$ cat src/rtl/sdram_port_arbiter_if.sv
// Requester, SDRAM-controller command and status signals of the SDRAM port arbiter.
// The master modport is the arbiter; the slave modport is the surrounding SoC.
interface sdram_port_arbiter_if #(
    parameter int ADDR_W = 22
);
    logic              vga_req;
    logic [ADDR_W-1:0] vga_addr;
    logic              vga_ack;

    logic              cpu_req;
    logic              cpu_we;
    logic [ADDR_W-1:0] cpu_addr;
    logic              cpu_ack;

    logic              dma_req;
    logic              dma_we;
    logic [ADDR_W-1:0] dma_addr;
    logic              dma_ack;

    logic [2:0]        grant;

    logic              mem_valid;
    logic              mem_ready;
    logic              mem_refresh;
    logic              mem_we;
    logic [ADDR_W-1:0] mem_addr;
    logic              mem_done;

    logic              ref_overrun;

    modport master (
        input  vga_req, vga_addr, cpu_req, cpu_we, cpu_addr,
        input  dma_req, dma_we, dma_addr, mem_ready, mem_done,
        output vga_ack, cpu_ack, dma_ack, grant,
        output mem_valid, mem_refresh, mem_we, mem_addr, ref_overrun
    );

    modport slave (
        output vga_req, vga_addr, cpu_req, cpu_we, cpu_addr,
        output dma_req, dma_we, dma_addr, mem_ready, mem_done,
        input  vga_ack, cpu_ack, dma_ack, grant,
        input  mem_valid, mem_refresh, mem_we, mem_addr, ref_overrun
    );
endinterface

$ cat src/rtl/sdram_port_arbiter.sv
// Shares one SDRAM controller command port between VGA, CPU and DMA requesters and
// interleaves periodic auto-refresh; data buses are steered outside by the one-hot grant.
module sdram_port_arbiter #(
    parameter int ADDR_W      = 22,
    parameter int REFRESH_CYC = 390,
    parameter int PEND_MAX    = 7
) (
    input logic                 clk,
    input logic                 rst,
    sdram_port_arbiter_if.master bus
);
    localparam int CNT_W  = (REFRESH_CYC > 1) ? $clog2(REFRESH_CYC) : 1;
    localparam int PEND_W = $clog2(PEND_MAX + 1);

    localparam logic [CNT_W-1:0]  CNT_LAST  = CNT_W'(REFRESH_CYC - 1);
    localparam logic [PEND_W-1:0] PEND_FULL = PEND_W'(PEND_MAX);

    typedef enum logic [1:0] {
        IDLE,
        ISSUE,
        WAIT
    } state_t;

    typedef enum logic [2:0] {
        PICK_NONE,
        PICK_REF,
        PICK_VGA,
        PICK_CPU,
        PICK_DMA
    } pick_t;

    state_t            state;
    pick_t             pick;
    logic [CNT_W-1:0]  ref_cnt;
    logic [PEND_W-1:0] pend;
    logic              ref_overrun_q;
    logic              rr_last;        // 1: CPU served last, 0: DMA served last
    logic [2:0]        grant_q;
    logic              mem_valid_q;
    logic              mem_refresh_q;
    logic              mem_we_q;
    logic [ADDR_W-1:0] mem_addr_q;

    logic wrap;
    logic ref_taken;
    logic done_hit;

    assign wrap      = (ref_cnt == CNT_LAST);
    assign ref_taken = (state == ISSUE) && mem_valid_q && bus.mem_ready && mem_refresh_q;

    // NOTE: rst is synchronous, so it must appear inside the clocked block and nowhere in the sensitivity list.
    always_ff @(posedge clk) begin
        if (rst) begin
            ref_cnt       <= '0;
            pend          <= '0;
            ref_overrun_q <= 1'b0;
        end else begin
            // NOTE: state is updated with <= so every flop samples the pre-edge values of the others.
            ref_cnt <= wrap ? '0 : ref_cnt + CNT_W'(1);
            if (wrap && (pend == PEND_FULL))
                ref_overrun_q <= 1'b1;
            if (wrap && !ref_taken && (pend != PEND_FULL))
                pend <= pend + PEND_W'(1);
            else if (ref_taken && !wrap)
                pend <= pend - PEND_W'(1);
        end
    end

    // Refresh first, then VGA, then CPU/DMA alternating when both are waiting.
    always_comb begin
        // NOTE: pick gets a value before any branch so no path leaves it unassigned (no latch).
        pick = PICK_NONE;
        if (pend != '0)
            pick = PICK_REF;
        else if (bus.vga_req)
            pick = PICK_VGA;
        else if (bus.cpu_req && (!bus.dma_req || !rr_last))
            pick = PICK_CPU;
        else if (bus.dma_req)
            pick = PICK_DMA;
    end

    always_ff @(posedge clk) begin
        if (rst) begin
            state         <= IDLE;
            rr_last       <= 1'b0;
            grant_q       <= 3'b000;
            mem_valid_q   <= 1'b0;
            mem_refresh_q <= 1'b0;
            mem_we_q      <= 1'b0;
            mem_addr_q    <= '0;
        end else begin
            unique case (state)
                IDLE: begin
                    case (pick)
                        PICK_REF: begin
                            grant_q       <= 3'b000;
                            mem_refresh_q <= 1'b1;
                            mem_we_q      <= 1'b0;
                            mem_addr_q    <= '0;
                        end
                        PICK_VGA: begin
                            grant_q       <= 3'b001;
                            mem_refresh_q <= 1'b0;
                            mem_we_q      <= 1'b0;
                            mem_addr_q    <= bus.vga_addr;
                        end
                        PICK_CPU: begin
                            grant_q       <= 3'b010;
                            mem_refresh_q <= 1'b0;
                            mem_we_q      <= bus.cpu_we;
                            mem_addr_q    <= bus.cpu_addr;
                        end
                        PICK_DMA: begin
                            grant_q       <= 3'b100;
                            mem_refresh_q <= 1'b0;
                            mem_we_q      <= bus.dma_we;
                            mem_addr_q    <= bus.dma_addr;
                        end
                        default: begin
                            grant_q       <= 3'b000;
                            mem_refresh_q <= 1'b0;
                        end
                    endcase
                    if (pick != PICK_NONE) begin
                        state       <= ISSUE;
                        mem_valid_q <= 1'b1;
                    end
                end

                ISSUE: begin
                    if (bus.mem_ready) begin
                        state       <= WAIT;
                        mem_valid_q <= 1'b0;
                    end
                end

                WAIT: begin
                    if (bus.mem_done) begin
                        state         <= IDLE;
                        grant_q       <= 3'b000;
                        mem_refresh_q <= 1'b0;
                        if (grant_q[1])
                            rr_last <= 1'b1;
                        else if (grant_q[2])
                            rr_last <= 1'b0;
                    end
                end

                default: state <= IDLE;
            endcase
        end
    end

    // Acks follow mem_done combinationally; a reset cycle aborts the access without an ack.
    assign done_hit = (state == WAIT) && bus.mem_done && !rst;

    assign bus.vga_ack     = done_hit && grant_q[0];
    assign bus.cpu_ack     = done_hit && grant_q[1];
    assign bus.dma_ack     = done_hit && grant_q[2];
    assign bus.grant       = grant_q;
    assign bus.mem_valid   = mem_valid_q;
    assign bus.mem_refresh = mem_refresh_q;
    assign bus.mem_we      = mem_we_q;
    assign bus.mem_addr    = mem_addr_q;
    assign bus.ref_overrun = ref_overrun_q;
endmodule
$ cat src/flat_wrapper.sv
// flat-port wrapper written by rule: the top's interface ports become plain ports
module sdram_port_arbiter_flat 
#(
    parameter int ADDR_W      = 22,
    parameter int REFRESH_CYC = 390,
    parameter int PEND_MAX    = 7
)
  (clk, rst, bus_vga_req, bus_vga_addr, bus_cpu_req, bus_cpu_we, bus_cpu_addr, bus_dma_req, bus_dma_we, bus_dma_addr, bus_mem_ready, bus_mem_done, bus_vga_ack, bus_cpu_ack, bus_dma_ack, bus_grant, bus_mem_valid, bus_mem_refresh, bus_mem_we, bus_mem_addr, bus_ref_overrun);
  sdram_port_arbiter_if #(.ADDR_W(ADDR_W)) bus_i ();
  input logic clk;
  input logic rst;
  input wire logic [$bits(bus_i.vga_req)-1:0] bus_vga_req;
  input wire logic [$bits(bus_i.vga_addr)-1:0] bus_vga_addr;
  input wire logic [$bits(bus_i.cpu_req)-1:0] bus_cpu_req;
  input wire logic [$bits(bus_i.cpu_we)-1:0] bus_cpu_we;
  input wire logic [$bits(bus_i.cpu_addr)-1:0] bus_cpu_addr;
  input wire logic [$bits(bus_i.dma_req)-1:0] bus_dma_req;
  input wire logic [$bits(bus_i.dma_we)-1:0] bus_dma_we;
  input wire logic [$bits(bus_i.dma_addr)-1:0] bus_dma_addr;
  input wire logic [$bits(bus_i.mem_ready)-1:0] bus_mem_ready;
  input wire logic [$bits(bus_i.mem_done)-1:0] bus_mem_done;
  output wire logic [$bits(bus_i.vga_ack)-1:0] bus_vga_ack;
  output wire logic [$bits(bus_i.cpu_ack)-1:0] bus_cpu_ack;
  output wire logic [$bits(bus_i.dma_ack)-1:0] bus_dma_ack;
  output wire logic [$bits(bus_i.grant)-1:0] bus_grant;
  output wire logic [$bits(bus_i.mem_valid)-1:0] bus_mem_valid;
  output wire logic [$bits(bus_i.mem_refresh)-1:0] bus_mem_refresh;
  output wire logic [$bits(bus_i.mem_we)-1:0] bus_mem_we;
  output wire logic [$bits(bus_i.mem_addr)-1:0] bus_mem_addr;
  output wire logic [$bits(bus_i.ref_overrun)-1:0] bus_ref_overrun;
  assign bus_i.vga_req = bus_vga_req;
  assign bus_i.vga_addr = bus_vga_addr;
  assign bus_i.cpu_req = bus_cpu_req;
  assign bus_i.cpu_we = bus_cpu_we;
  assign bus_i.cpu_addr = bus_cpu_addr;
  assign bus_i.dma_req = bus_dma_req;
  assign bus_i.dma_we = bus_dma_we;
  assign bus_i.dma_addr = bus_dma_addr;
  assign bus_i.mem_ready = bus_mem_ready;
  assign bus_i.mem_done = bus_mem_done;
  assign bus_vga_ack = bus_i.vga_ack;
  assign bus_cpu_ack = bus_i.cpu_ack;
  assign bus_dma_ack = bus_i.dma_ack;
  assign bus_grant = bus_i.grant;
  assign bus_mem_valid = bus_i.mem_valid;
  assign bus_mem_refresh = bus_i.mem_refresh;
  assign bus_mem_we = bus_i.mem_we;
  assign bus_mem_addr = bus_i.mem_addr;
  assign bus_ref_overrun = bus_i.ref_overrun;
  sdram_port_arbiter #(.ADDR_W(ADDR_W), .REFRESH_CYC(REFRESH_CYC), .PEND_MAX(PEND_MAX)) u_core (.clk(clk), .rst(rst), .bus(bus_i));
endmodule
$ cat config.mk
export PLATFORM = sky130hd
export DESIGN_NAME = sdram_port_arbiter_flat
export DESIGN_NICKNAME = d
export VERILOG_FILES = /design/src/rtl/sdram_port_arbiter_if.sv /design/src/rtl/sdram_port_arbiter.sv /design/src/flat_wrapper.sv
export SDC_FILE = /design/constraint.sdc
export NUM_CORES = 1
export LEC_CHECK = 0
export CAP_MARGIN = 25
export CORE_ASPECT_RATIO = 0.5
export CORE_MARGIN = 3
export CORE_UTILIZATION = 40
export DETAILED_ROUTE_END_ITERATION = 7
export DONT_BUFFER_PORTS = 1
export GPL_TIMING_DRIVEN = 1
export HOLD_SLACK_MARGIN = 0.02
export SYNTH_ARGS = -nofsm -noshare
export SYNTH_HDL_FRONTEND = slang
export SYNTH_SLANG_ARGS = --single-unit
export TNS_END_PERCENT = 5
$ cat constraint.sdc
create_clock -name clk -period 5.2 [get_ports clk]
set_input_delay 1.04 -clock clk [delete_from_list [all_inputs] [get_ports clk]]
set_output_delay 1.04 -clock clk [all_outputs]
set_load 0.02 [all_outputs]
After elaboration in Yosys (flattened, before gate mapping)

Index checks and enable logic that the tools add are counted.

Logic and storage cells: 84
Input port bits: 75
Output and inout bits: 32
Flip-flop bits (word level): 44

Mux-type cells: 23
Reductions and logical operators: 36
$add $sub $neg: 3
Equal/unequal tests: 12

Operators with widths:

| operator            | count |
|---|---|
| $pmux 22 s4         | 1 |
| $mux 3              | 7 |
| $logic_and 1x1->1   | 13 |
| $add 9x1->9 const B | 1 |
| $eq 9x9->1 const B  | 1 |
| $pmux 3 s3          | 1 |
| $reduce_and 3->1    | 3 |
| $reduce_bool 3->1   | 3 |
| $reduce_bool 2->1   | 4 |
| $eq 3x2->1 const B  | 2 |
| $eq 3x3->1 const B  | 2 |
| $mux 1              | 6 |
| $mux 2              | 3 |
| $pmux 2 s3          | 1 |
| $pmux 3 s2          | 1 |
| $reduce_and 2->1    | 3 |
| $logic_not 1->1     | 5 |
| $ne 2x2->1 const B  | 2 |
| $pmux 1 s2          | 2 |
| $reduce_bool 4->1   | 1 |
| $reduce_or 2->1     | 2 |
| $add 3x1->3 const B | 1 |
| $eq 3x1->1 const B  | 1 |
| $ne 3x3->1 const B  | 1 |
| 7 further kinds     | 7 |

Longest topological paths before layout

Depth in word-level cells: 10
Gate-level depth with buffers: 10

Worst setup path after synthesis

No wires, ideal clock.

Kind: input-to-output
Start point: input port rst
End point: output port bus_cpu_ack
Path buffers: 1
Stages: 2
Setup slack: 2392 ps
Data arrival time: 1768 ps
Cell sequence: clkbuf_1 nor3b_1

Cells in the longest elaborated chain, start to end: 3

Ends and longest elaborated chain:

| item              | RTL line                  | text |
|---|---|---|
| from (decl)       | flat_wrapper.sv:11        | `input logic rst;` |
| $logic_not 1->1   | sdram_port_arbiter.sv:156 | `assign done_hit = (state == WAIT) && bus.mem_done && !rst;` |
| $logic_and 1x1->1 | sdram_port_arbiter.sv:156 |  |
| $logic_and 1x1->1 | sdram_port_arbiter.sv:159 | `assign bus.cpu_ack = done_hit && grant_q[1];` |
| to (decl)         | flat_wrapper.sv:23        | `output wire logic [$bits(bus_i.cpu_ack)-1:0] bus_cpu_ack;` |

Every way passes these cells.

Worst setup path after layout

Start point: input port bus_mem_done
End point: output port bus_cpu_ack

Cells in the longest elaborated chain, start to end: 3

Ends and longest elaborated chain:

| item                            | RTL line                  | text |
|---|---|---|
| from (decl)                     | flat_wrapper.sv:21        | `input wire logic [$bits(bus_i.mem_done)-1:0] bus_mem_done;` |
| $logic_and 1x1->1 (2 in series) | sdram_port_arbiter.sv:156 |  |
| $logic_and 1x1->1               | sdram_port_arbiter.sv:159 |  |

Every way passes these cells.

==> impl_metrics.csv <==
group,metric,value,unit
run_status,status,"finished, final reports clean",
floorplan,die_h,60.0,um
logic_synthesis,synth_top_family_by_area,"compound AO/OA/AOI/OAI gates",
logic_synthesis,postSynthCellCount,273,
clocking,htreeDepth,2,
clocking,cts_root_buffer,"clkbuf_16",
layout,seq_area,881,um^2
global_route,grt_first_pass_wirelength,8340,um
pwr,ir_drop,0.171,mV
detailed_routing,final_antenna_net_count,0,
setup_path,crit_arrival,1790,ps
clocking,cts_buffers,5,
detailed_routing,wl_met2,2640,um
floorplan,ios,107,
clocking,holdBufCountCts,0,
sta,clock.fmax,353,MHz
floorplan,rows,18,
detailed_routing,topRoutingLayerUsed,"met4",
logic_synthesis,ys.flop_type,"dfxtp_1",
logic_synthesis,yosys.area_share.simple,23.0,%
placement,port-buffer-count,0,
global_route,antenna_found_initial,0,
layout,drive_gt1_share,13.0,%
clocking,post_cts_buffers,0,
logic_synthesis,synth.avg_cell_area,8.53,um^2
setup_path,cp_top_family,"simple AND/OR/NAND/NOR gates",
placement,hpwl,4000,um
logic_synthesis,syn_area,2330,um^2
layout,final_common_cell,"a21oi_1",
layout,design_area,2460,um^2
layout,layout.nets,340,
logic_synthesis,syn-num-nets,351,
logic_synthesis,seq_area_frac_synth,37.8,%
flow_run,max_cap_violations,0,
sta,hold_viol,0,
pwr,finalPower,773,uW
global_route,overflow,0,
layout,n_antenna_cell,0,
clocking,cts_tree,"done",
floorplan,fp.dieW,114,um
detailed_routing,drtIter0Drc,78,
global_route,grt_pass1_vias,1767,
sta,max_slew_margin,50.6,%
setup_path,crit_required,4160,ps
setup_path,cp_slowest_stage_delay,610,ps
logic_synthesis,synth_edf_count,0,
layout,nFillCells,508,
pwr,p_per_area,315,nW/um^2
clocking,cts_sinks,44,
logic_synthesis,synth_top_area_cell,"dfxtp_1",
placement,gp_routability_congestion,0.733,
setup_path,critPathSlowestCell,"nor3b_1",
global_route,grt_use_total,15.3,%
setup_path,crit_chain,"nand3_1 > nor3b_1",
logic_synthesis,synth_mux_area_share,1.34,%
logic_synthesis,synth_xor_area_share,3.01,%
setup_path,critPathBufInv,0,
sta,finalMaxSlewViolations,0,
layout,synthToLayoutAreaGrowth,5.48,%
logic_synthesis,netlist.area_leader.share,37.8,%
detailed_routing,routed_wl,5440,um
setup_path,startpoint_type,"input port",
detailed_routing,viasPerCell,5.70,
sta,rsz0062_at_grt,"false",
logic_synthesis,yosysWarnings,0,
sta,fin_skew,4.44,ps
clocking,clkSlewWorstSetupHoldPaths,60,ps
floorplan,initial_core_util,44.2,%
sta,fin_crit_sh,54.5,%
setup_path,critical_path_class,"input port to output pin",
global_route,grt_max_degree,48,
logic_synthesis,synthAdderAreaFrac,1.93,%
detailed_routing,wl_per_cell,16.4,um
detailed_routing,first_pass_iters,4,
setup_path,worst_setup_path_end_kind,"output pin",
sta,min_period,2830,ps
logic_synthesis,ys_seq_elements,44,
pwr,leakagePower,0.874,nW
detailed_routing,route.met3.wl,452,um
clocking,cts_resized,0,
floorplan,fp.coreArea,5270,um^2
sta,setup-tns-final,0,ps
sta,finalSetupViolCount,0,
detailed_routing,route.detailed.drc,0,
logic_synthesis,postSynth.asyncResetShare,0,%
sta,worstMarginPinSlew,741,ps
layout,multi_input_area,1330,um^2
clocking,cts_buffer_depth,2,
detailed_routing,wl_met1,2290,um
layout,layout_common_cells,"49 x a21oi_1, 44 x dfxtp_1, 32 x nand3_1",
placement,dpl_cell_area,2310,um^2
clocking,clk_latency,280,ps
layout,final_util,46.6,%
logic_synthesis,synth.distinct_cells,40,
floorplan,die-area,6830,um^2
setup_path,critPathMaxFanout,5,
logic_synthesis,synthTopCellsByArea,"dfxtp_1 38%, o2bb2ai_2 13%, a21oi_1 11%",
detailed_routing,vias,1892,
logic_synthesis,synth_compound_area_share,27.3,%
worst_hold_path,hp-class,"register to register",
per-layer routing:
metal  GRT usage [%]  vias to the layer above
li1                -                      957
met1            17.2                      874
met2            27.5                       54
met3            6.07                        7
met4            4.23                        0
met5               0                        -
path summary, 6_finish.rpt:
check,from,endpoint,slack [ps],cells after the start
worst max-delay path,bus_mem_done,bus_cpu_ack,2370,2
worst min-delay path,u_core.ref_cnt[0],u_core.ref_cnt[0],510,1
worst max register to register,u_core.ref_cnt[0],u_core.pend[2],2900,9
worst min register to register,u_core.ref_cnt[0],u_core.ref_cnt[0],510,1
report_power, final:
part / internal [mW] / total, mW / leakage [nW] / switching, mW
Sequential: 0.358 / 0.401 / 0.360 / 0.0423
Combinational: 0.0354 / 0.0830 / 0.448 / 0.0477
Clock: 0.174 / 0.290 / 0.0667 / 0.115
layout make-up:
class                   count  share of cell area [%]
inverters                   3                   0.458
repair buffers              2                   0.764
clock buffers               6                    5.24
clock inverters             1                   0.204
well taps                  70                    3.56
multi-input cells         206                    53.9
flip-flops and latches     44                    35.8
cell families (layout without fill, tap and decap cells):
logic type                 count (synthesis)  count (layout)
DFF                                       44              44
adders and majority gates                  3               3
AOI/OAI and AO/OA                         81              81
buffers and inverters                     23              12
xor gates and xnor gates                   8               8
muxes                                      3               3
and+or+nand+nor                          111             111
Yosys cell counts (4+ instances only):
| master | count |
|---|---|
| dfxtp_1 | 44 |
| nand4_1 | 4 |
| clkbuf_1 | 10 |
| xor2_1 | 6 |
| and2_1 | 4 |
| nor3b_1 | 4 |
| a21oi_1 | 49 |
| nor2_1 | 25 |
| nand3_1 | 32 |
| nand2_1 | 28 |
| o2bb2ai_2 | 20 |
| buf_6 | 5 |
sequential cells by signal, indices dropped and copies added, names as in the netlist:
name / count
u_core.pend: 3
u_core.bus.mem_we: 1
u_core.bus.grant: 3
u_core.bus.mem_refresh: 1
u_core.ref_cnt: 9
u_core.bus.mem_addr: 22
u_core.rr_last: 1
u_core.state: 2
u_core.bus.mem_valid: 1
u_core.bus.ref_overrun: 1
per-stage QoR:
step | hold WS, ps | std cells | setup WS (ps)
after floorplan | 457 | 273 | 2390
after global placement | 483 | 324 | 2370
after detailed placement | 495 | 324 | 2360
after CTS | 509 | 331 | 2360
after global routing | 535 | 332 | 2290
final | 508 | 332 | 2370
(Power assumes the default switching activity.)
